===== config.mk =====
export PLATFORM = sky130hd
export DESIGN_NAME = rgmii_rx_framer
export DESIGN_NICKNAME = d
export VERILOG_FILES = /design/src/rtl/ptp_pkg.sv /design/src/rtl/rgmii_nibble_pack.sv /design/src/rtl/rgmii_rx_framer.sv
export SDC_FILE = /design/constraint.sdc
export NUM_CORES = 1
export LEC_CHECK = 0
export ABC_CLOCK_PERIOD_IN_PS = 6500
export CAP_MARGIN = 30
export CORE_ASPECT_RATIO = 1.75
export CORE_MARGIN = 2
export CORE_UTILIZATION = 60
export CTS_CLUSTER_DIAMETER = 30
export CTS_CLUSTER_SIZE = 20
export DETAILED_ROUTE_END_ITERATION = 8
export PLACE_DENSITY = 0.86
export SLEW_MARGIN = 30
export SYNTH_ARGS = -nofsm -noshare
export SYNTH_HDL_FRONTEND = slang
export SYNTH_SLANG_ARGS = --single-unit

===== constraint.sdc =====
create_clock -name rgmii_clk -period 6.5 [get_ports rgmii_clk]
set_input_delay 0.65 -clock rgmii_clk [delete_from_list [all_inputs] [get_ports rgmii_clk]]
set_output_delay 0.65 -clock rgmii_clk [all_outputs]
set_load 0.05 [all_outputs]

===== src/rtl/ptp_pkg.sv =====
// Shared types and framing constants for the PTP receive path.
package ptp_pkg;

    typedef enum logic [1:0] {
        IDLE,
        PRE,
        DATA,
        DROP
    } rx_state_t;

    localparam logic [7:0] PREAMBLE_BYTE = 8'h55;
    localparam logic [7:0] SFD_BYTE      = 8'hD5;
    localparam logic [3:0] NIB_PRE       = 4'h5;
    localparam logic [3:0] NIB_SFD       = 4'hD;

endpackage


===== src/rtl/rgmii_nibble_pack.sv =====
// RGMII mode mux and 4b-to-8b packer; in 10/100 the byte phase is locked by the 5,D SFD pair.
module rgmii_nibble_pack
    import ptp_pkg::*;
(
    input  logic       rgmii_clk,
    input  logic       rst,
    input  logic       i_giga,
    input  logic       i_ctrl_r,
    input  logic       i_ctrl_f,
    input  logic [3:0] i_data_r,
    input  logic [3:0] i_data_f,
    output logic       o_dv,
    output logic       o_byte_valid,
    output logic [7:0] o_byte,
    output logic       o_rx_er,
    output logic       o_odd
);

    logic       r_dv;
    logic       r_byte_valid;
    logic [7:0] r_byte;
    logic       r_rx_er;
    logic       r_odd;
    logic       r_aligned;
    logic       r_have_prev;
    logic [3:0] r_prev;

    always_ff @(posedge rgmii_clk or posedge rst) begin
        if (rst) begin
            r_dv         <= 1'b0;
            r_byte_valid <= 1'b0;
            r_byte       <= '0;
            r_rx_er      <= 1'b0;
            r_odd        <= 1'b0;
            r_aligned    <= 1'b0;
            r_have_prev  <= 1'b0;
            r_prev       <= '0;
        end else begin
            r_dv         <= i_ctrl_r;
            r_byte_valid <= 1'b0;
            r_rx_er      <= 1'b0;
            r_odd        <= 1'b0;
            if (!i_ctrl_r) begin
                // a low nibble still waiting for its partner at carrier drop is a dribble nibble
                r_odd       <= r_aligned & r_have_prev;
                r_aligned   <= 1'b0;
                r_have_prev <= 1'b0;
            end else if (i_giga) begin
                r_byte_valid <= 1'b1;
                r_byte       <= {i_data_f, i_data_r};
                r_rx_er      <= i_ctrl_r ^ i_ctrl_f;
            end else if (!r_aligned) begin
                // hunting: present every sliding nibble pair so the SFD is found at either phase
                r_byte_valid <= r_have_prev;
                r_byte       <= {i_data_r, r_prev};
                r_prev       <= i_data_r;
                r_have_prev  <= 1'b1;
                if (r_have_prev && i_data_r == NIB_SFD && r_prev == NIB_PRE) begin
                    r_aligned   <= 1'b1;
                    r_have_prev <= 1'b0;
                end
            end else if (!r_have_prev) begin
                r_prev      <= i_data_r;
                r_have_prev <= 1'b1;
            end else begin
                r_byte_valid <= 1'b1;
                r_byte       <= {i_data_r, r_prev};
                r_have_prev  <= 1'b0;
            end
        end
    end

    assign o_dv         = r_dv;
    assign o_byte_valid = r_byte_valid;
    assign o_byte       = r_byte;
    assign o_rx_er      = r_rx_er;
    assign o_odd        = r_odd;

endmodule


===== src/rtl/rgmii_rx_framer.sv =====
// RGMII receive framer: preamble/SFD strip, one-byte hold for eop marking, ts_req at SFD, frame statistics.
//   state | meaning
//   IDLE  | no carrier, mode follows giga_mode
//   PRE   | counting preamble, hunting for SFD
//   DATA  | frame bytes flow through the hold register
//   DROP  | bad or truncated frame, discard until carrier drops
module rgmii_rx_framer
    import ptp_pkg::*;
#(
    parameter int MAX_PRE = 15,
    parameter int MAX_LEN = 2047,
    parameter int CNT_W   = 16
) (
    input  logic             rgmii_clk,
    input  logic             rst,
    input  logic             giga_mode,
    input  logic             rgmii_ctrl_r,
    input  logic             rgmii_ctrl_f,
    input  logic [3:0]       rgmii_data_r,
    input  logic [3:0]       rgmii_data_f,
    output logic             rx_valid,
    output logic [7:0]       rx_data,
    output logic             rx_sop,
    output logic             rx_eop,
    output logic             rx_err,
    output logic             ts_req,
    output logic [CNT_W-1:0] frame_cnt,
    output logic [CNT_W-1:0] err_cnt
);

    localparam int LEN_W = $clog2(MAX_LEN + 1);
    localparam int PRE_W = $clog2(2 * MAX_PRE + 1);
    localparam logic [LEN_W-1:0] LEN_MAX   = LEN_W'(MAX_LEN);
    // 10/100 hunting sees one sliding pair per nibble, so the limit is counted in nibbles there
    localparam logic [PRE_W-1:0] PRE_LIM_G = PRE_W'(MAX_PRE);
    localparam logic [PRE_W-1:0] PRE_LIM_S = PRE_W'(2 * MAX_PRE);

    rx_state_t        r_state;
    logic             r_giga;
    logic [PRE_W-1:0] r_pre_cnt;
    logic [LEN_W-1:0] r_len;
    logic [7:0]       r_hold;
    logic             r_hold_full;
    logic             r_first;
    logic             r_err_acc;
    logic             r_rx_valid;
    logic [7:0]       r_rx_data;
    logic             r_rx_sop;
    logic             r_rx_eop;
    logic             r_rx_err;
    logic             r_ts_req;
    logic [CNT_W-1:0] r_frame_cnt;
    logic [CNT_W-1:0] r_err_cnt;

    logic             w_dv;
    logic             w_bv;
    logic [7:0]       w_byte;
    logic             w_rx_er;
    logic             w_odd;
    logic             w_giga;
    logic [PRE_W-1:0] w_pre_cnt;
    logic [PRE_W-1:0] w_pre_lim;
    logic             w_end_err;

    assign w_giga    = (r_state == IDLE && !w_dv) ? giga_mode : r_giga;
    assign w_pre_cnt = (r_state == IDLE) ? '0 : r_pre_cnt;
    assign w_pre_lim = r_giga ? PRE_LIM_G : PRE_LIM_S;
    assign w_end_err = r_err_acc | w_odd;

    rgmii_nibble_pack u_pack (
        .rgmii_clk    (rgmii_clk),
        .rst          (rst),
        .i_giga       (w_giga),
        .i_ctrl_r     (rgmii_ctrl_r),
        .i_ctrl_f     (rgmii_ctrl_f),
        .i_data_r     (rgmii_data_r),
        .i_data_f     (rgmii_data_f),
        .o_dv         (w_dv),
        .o_byte_valid (w_bv),
        .o_byte       (w_byte),
        .o_rx_er      (w_rx_er),
        .o_odd        (w_odd)
    );

    function automatic logic [CNT_W-1:0] sat_inc(input logic [CNT_W-1:0] v);
        return (&v) ? v : v + 1'b1;
    endfunction

    always_ff @(posedge rgmii_clk or posedge rst) begin
        if (rst) begin
            r_state     <= IDLE;
            r_giga      <= 1'b0;
            r_pre_cnt   <= '0;
            r_len       <= '0;
            r_hold      <= '0;
            r_hold_full <= 1'b0;
            r_first     <= 1'b0;
            r_err_acc   <= 1'b0;
            r_rx_valid  <= 1'b0;
            r_rx_data   <= '0;
            r_rx_sop    <= 1'b0;
            r_rx_eop    <= 1'b0;
            r_rx_err    <= 1'b0;
            r_ts_req    <= 1'b0;
            r_frame_cnt <= '0;
            r_err_cnt   <= '0;
        end else begin
            r_rx_valid <= 1'b0;
            r_rx_sop   <= 1'b0;
            r_rx_eop   <= 1'b0;
            r_rx_err   <= 1'b0;
            r_ts_req   <= 1'b0;
            if (r_state == IDLE && !w_dv) r_giga <= giga_mode;
            case (r_state)
                IDLE, PRE: begin
                    if (!w_dv) begin
                        r_state   <= IDLE;
                        r_pre_cnt <= '0;
                    end else if (!w_bv) begin
                        r_state   <= PRE;
                        r_pre_cnt <= w_pre_cnt;
                    end else if (w_byte == SFD_BYTE) begin
                        r_state     <= DATA;
                        r_ts_req    <= 1'b1;
                        r_hold_full <= 1'b0;
                        r_first     <= 1'b1;
                        r_len       <= '0;
                        r_err_acc   <= 1'b0;
                    end else if (w_byte == PREAMBLE_BYTE && w_pre_cnt < w_pre_lim) begin
                        r_state   <= PRE;
                        r_pre_cnt <= w_pre_cnt + 1'b1;
                    end else begin
                        r_state   <= DROP;
                        r_err_cnt <= sat_inc(r_err_cnt);
                    end
                end
                DATA: begin
                    if (!w_dv) begin
                        r_state <= IDLE;
                        if (r_hold_full) begin
                            r_rx_valid  <= 1'b1;
                            r_rx_data   <= r_hold;
                            r_rx_sop    <= r_first;
                            r_rx_eop    <= 1'b1;
                            r_rx_err    <= w_end_err;
                            r_frame_cnt <= sat_inc(r_frame_cnt);
                            if (w_end_err) r_err_cnt <= sat_inc(r_err_cnt);
                        end else begin
                            r_err_cnt <= sat_inc(r_err_cnt);
                        end
                    end else begin
                        if (w_rx_er) r_err_acc <= 1'b1;
                        if (w_bv) begin
                            if (r_len == LEN_MAX) begin
                                r_rx_valid  <= 1'b1;
                                r_rx_data   <= r_hold;
                                r_rx_sop    <= r_first;
                                r_rx_eop    <= 1'b1;
                                r_rx_err    <= 1'b1;
                                r_frame_cnt <= sat_inc(r_frame_cnt);
                                r_err_cnt   <= sat_inc(r_err_cnt);
                                r_state     <= DROP;
                            end else begin
                                r_hold      <= w_byte;
                                r_hold_full <= 1'b1;
                                r_len       <= r_len + 1'b1;
                                if (r_hold_full) begin
                                    r_rx_valid <= 1'b1;
                                    r_rx_data  <= r_hold;
                                    r_rx_sop   <= r_first;
                                    r_first    <= 1'b0;
                                end
                            end
                        end
                    end
                end
                DROP: begin
                    if (!w_dv) r_state <= IDLE;
                end
                default: r_state <= IDLE;
            endcase
        end
    end

    assign rx_valid  = r_rx_valid;
    assign rx_data   = r_rx_data;
    assign rx_sop    = r_rx_sop;
    assign rx_eop    = r_rx_eop;
    assign rx_err    = r_rx_err;
    assign ts_req    = r_ts_req;
    assign frame_cnt = r_frame_cnt;
    assign err_cnt   = r_err_cnt;

endmodule


==> reports/metrics.sh <==
CRITICAL_PATH_REQUIRED_PS=6720
POWER.COMBINATIONAL.FRACTION=0.269
VIASPERCELL=6.07
ANTENNA_VIOLATIONS_BEFORE_REPAIR=0
DESIGN_AREA_UM2=5440
CLOCKPOWERSHARE=0.300
WORSTSETUPPATHTYPE='flip-flop to flip-flop'
BIGGEST_AREA_CONTRIBUTORS_IN_THE_SYNTHESIZED_NETLIST='dfrtp_1 52%, nand2_1 4.6%, xnor2_1 4.5%, mux2_2 3.0%, nand3_1 2.7%'
GRT_PASS1_VIAS=3517
CTS.ROOT.BUFFER_CELL='clkbuf_16'
R2R_END='err_cnt[1]'
MIN-DELAY-PATH-CLASS='flip-flop to flip-flop'
POSTROUTEWIRELENGTH_UM=9600
CTS_REPAIR_RESIZE_COUNT=0
SETUP_VIOL=0
FP.DIEAREA_UM2=8270
DIE-WIDTH_UM=69.6
TIMING.MAX_CAP.VIOLATIONS=0
INITIAL_UTILIZATION=0.625
HOLD_VIOLATIONS=0
SWITCHING_POWER_mW=0.622
DETAIL_ROUTE.WL_PER_CELL_UM=17.1
WORST-PATH-MAX-FANOUT=18
NETLIST.AREA_LEADER.SHARE=0.515
P_PER_AREA_nW_PER_UM2=339
NFILLCELLS=495
WORSTSKEWPAIRLATENCY_PS=340
TIMING.FINAL.CRIT_SHARE=0.457
SYNTH_COMMONEST_CELLS='93 x dfrtp_1, 55 x nand2_1, 24 x nand3_1'
TIGHTEST_SLEW_PS=846
DIE_HEIGHT_UM=119
STARTPOINT_TYPE_OF_THE_WORST_SETUP_PATH='flip-flop'
TOTALNEGATIVESETUPSLACK_PS=0
SETUP.REG_TO_REG.WORST_SLACK_PS=3530
MAX_CLOCK_FREQ_MHz=336
PLACEMENT_ROWS=41
SYNTH.YOSYS.WARNINGS=0
SYNTH_FP_NETS=434
SYNTH_ENABLE_FLOP_CELLS=0
GRT_SETUP_UNREPAIRED='false'
POWER.STATIC_LEAKAGE_nW=2.35
REMAINING_GLOBAL_ROUTE_OVERFLOW=0
HOLDCRITSTARTPOINT='r_hold[2]'
NNETSFINAL=490
FLIP_FLOP_AND_LATCH_COUNT_AFTER_SYNTHESIS=93
ASYNCSETRESETFLOPFRACSYNTH=1.00
GR-USAGE-ALL-LAYERS=0.251
SYNTH.MOST_COMMON_CELL='dfrtp_1'
IO-PIN-COUNT=58
COREAREA_UM2=7230
TIMING.CLOCK.SKEW_PS=8.06
TRITONCTS='yes'
DRC=0
SYN-MEAN-INSTANCE-AREA_UM2=10.9
GRT_MAX_DEGREE=69
CTS-HOLD-FIX-BUFFERS=0
DETAILEDPLACEMENTHPWL_UM=6820
CELL_INTERNAL_PWR_mW=1.22
CRIT_ARRIVAL_PS=3190
OUTCOME='finished clean'
GPL.FINAL_WEIGHTED_CONGESTION=0.855
SYN-CELL-AREA_UM2=4520
POST_ROUTE_CELLS_DRIVE_ABOVE_1_SHARE=0.103
PART_OF_THE_YOSYS_AREA_USED_FOR_SEQUENTIAL_ELEMENTS=0.515
SYNTHDOMINANTAREACELLTYPE='dfrtp_1'
MAX_SLEW_MARGIN=0.436
P_SW_FRAC=0.338
VIAS=3412
REG2REG_FROM='r_state[1]'
FIN_CRIT_PS=2970
WHS_PATH_DEPTH=2
DETAILEDROUTE.FIRSTPASSITERATIONCOUNT=4
SYNTHTOLAYOUTAREAGROWTH_PCT=20.4
PLACE_AREA_UM2=5120
CTSHTREEMAXLEVEL=3
SYNTH_TOP_FLOP_CELL='dfrtp_1'
IR_DROP_mV=0.258
YOSYS.CELL_TYPES.COUNT=66
SYN-INSTANCE-COUNT=416
GLOBAL_ROUTE_WIRE_LENGTH_BEFORE_REPAIR_UM=16400
CTS.CLK_SLEW.WORST_PATHS_PS=60
CLOCK_TREE.BUFFER_DEPTH=2
MAXSLEWVIOLCOUNT=0
TRITONCTS_NUM_SINKS=93
POST_CTS.REPAIR.SETUP_BUFFERS=0
R2R_CELLS=8
CTS_MADE_BUFFERS=9
IO_BUFFERS=57
SEQPWRFRAC=0.431
ROUTE.ANTENNA.REMAINING_NETS=0
SETUP.WORST_PATH.END_CLASS='flip-flop'
WORST_HOLD_PATH.ENDPOINT='r_hold[2]'
ANTENNA_CELLS=0
INITIALDRTVIOLATIONCOUNT=261
cells by family (layout without fill, tap and decap cells):
kind of cell | count (synthesis) | after routing | synth area share
buf+inv | 25 | 85 | 0.0285
xor+xnor | 30 | 30 | 0.0582
simple gates | 175 | 175 | 0.215
mux | 24 | 24 | 0.0579
fa+ha+maj | 5 | 5 | 0.0138
compound gates | 64 | 64 | 0.112
flops | 93 | 93 | 0.515
worst max path at each step:
stage	startpoint	endpoint	slack [ps]	cells past startpoint
6_report	r_state[1]	err_cnt[1]	3530	8
5_1_grt	r_state[1]	err_cnt[1]	3360	8
4_1_cts	r_state[1]	err_cnt[1]	3530	8
3_5_place_dp	r_state[1]	err_cnt[1]	3550	8
3_3_place_gp	r_state[1]	err_cnt[1]	3660	8
2_1_floorplan	rst	err_cnt[0]	3430	1
power groups by stage:
stage / logic, mW / clock network, mW / registers, mW
2_1_floorplan: 0.204 / 0 / 0.928
3_3_place_gp: 0.485 / 0 / 0.792
3_5_place_dp: 0.501 / 0 / 0.802
4_1_cts: 0.503 / 0.561 / 0.793
5_1_grt: 0.529 / 0.584 / 0.807
6_report: 0.497 / 0.553 / 0.794
flip-flops by register name (all words and copies together), names as in the netlist, 4 cells and up:
name	cells
frame_cnt	16
u_pack.r_prev	4
rx_data	8
r_pre_cnt	5
u_pack.o_byte	8
r_hold	8
r_len	11
err_cnt	16
per-layer routing:
layer / track usage / routed length [um] / up-vias
li1: - / - / 1603
met1: 0.279 / 3600 / 1688
met2: 0.453 / 5400 / 102
met3: 0.0435 / 356 / 19
met4: 0.123 / 249 / 0
met5: 0 / 0 / -
through the flow:
stage,hold WS [ps],instances,worst slack [ps],util,power (mW)
global route,496,562,3360,0.752,1.92
CTS,479,562,3530,0.752,1.86
global placement,453,547,3660,0.708,1.28
finish,480,562,3530,0.752,1.84
floorplan,440,416,3430,-,1.13
detailed placement,463,547,3550,0.708,1.30
critical path, cell delays in order (launching register included):
cell     delay, ps
dfrtp_1        590
or2_2          420
and2_1         170
ha_1           270
nand4_1        110
or3_1          370
a31oi_4        410
nand2_1        170
mux2_1         340
cell usage in the layout (no fill, tap or decap), drive strengths merged, types with 11 or more instances in the layout:
cell type / n
nand3: 25
nand2: 56
dfrtp: 93
nand4: 18
clkbuf: 11
clkdlybuf4s50: 57
xnor2: 23
nor3: 14
mux2: 14
o21ai: 21
nor2: 21
area by class of cell:
type | count | area (um2) | share of cell area
sequential | 93 | 2330 | 0.428
multi-input combinational | 298 | 2060 | 0.379
tap | 86 | 108 | 0.0198
timing repair buffer | 58 | 578 | 0.106
clock inverter | 4 | 72.6 | 0.0133
inverter | 12 | 47.5 | 0.00874
clock buffer | 11 | 243 | 0.0446
(Power assumes the default switching activity.)
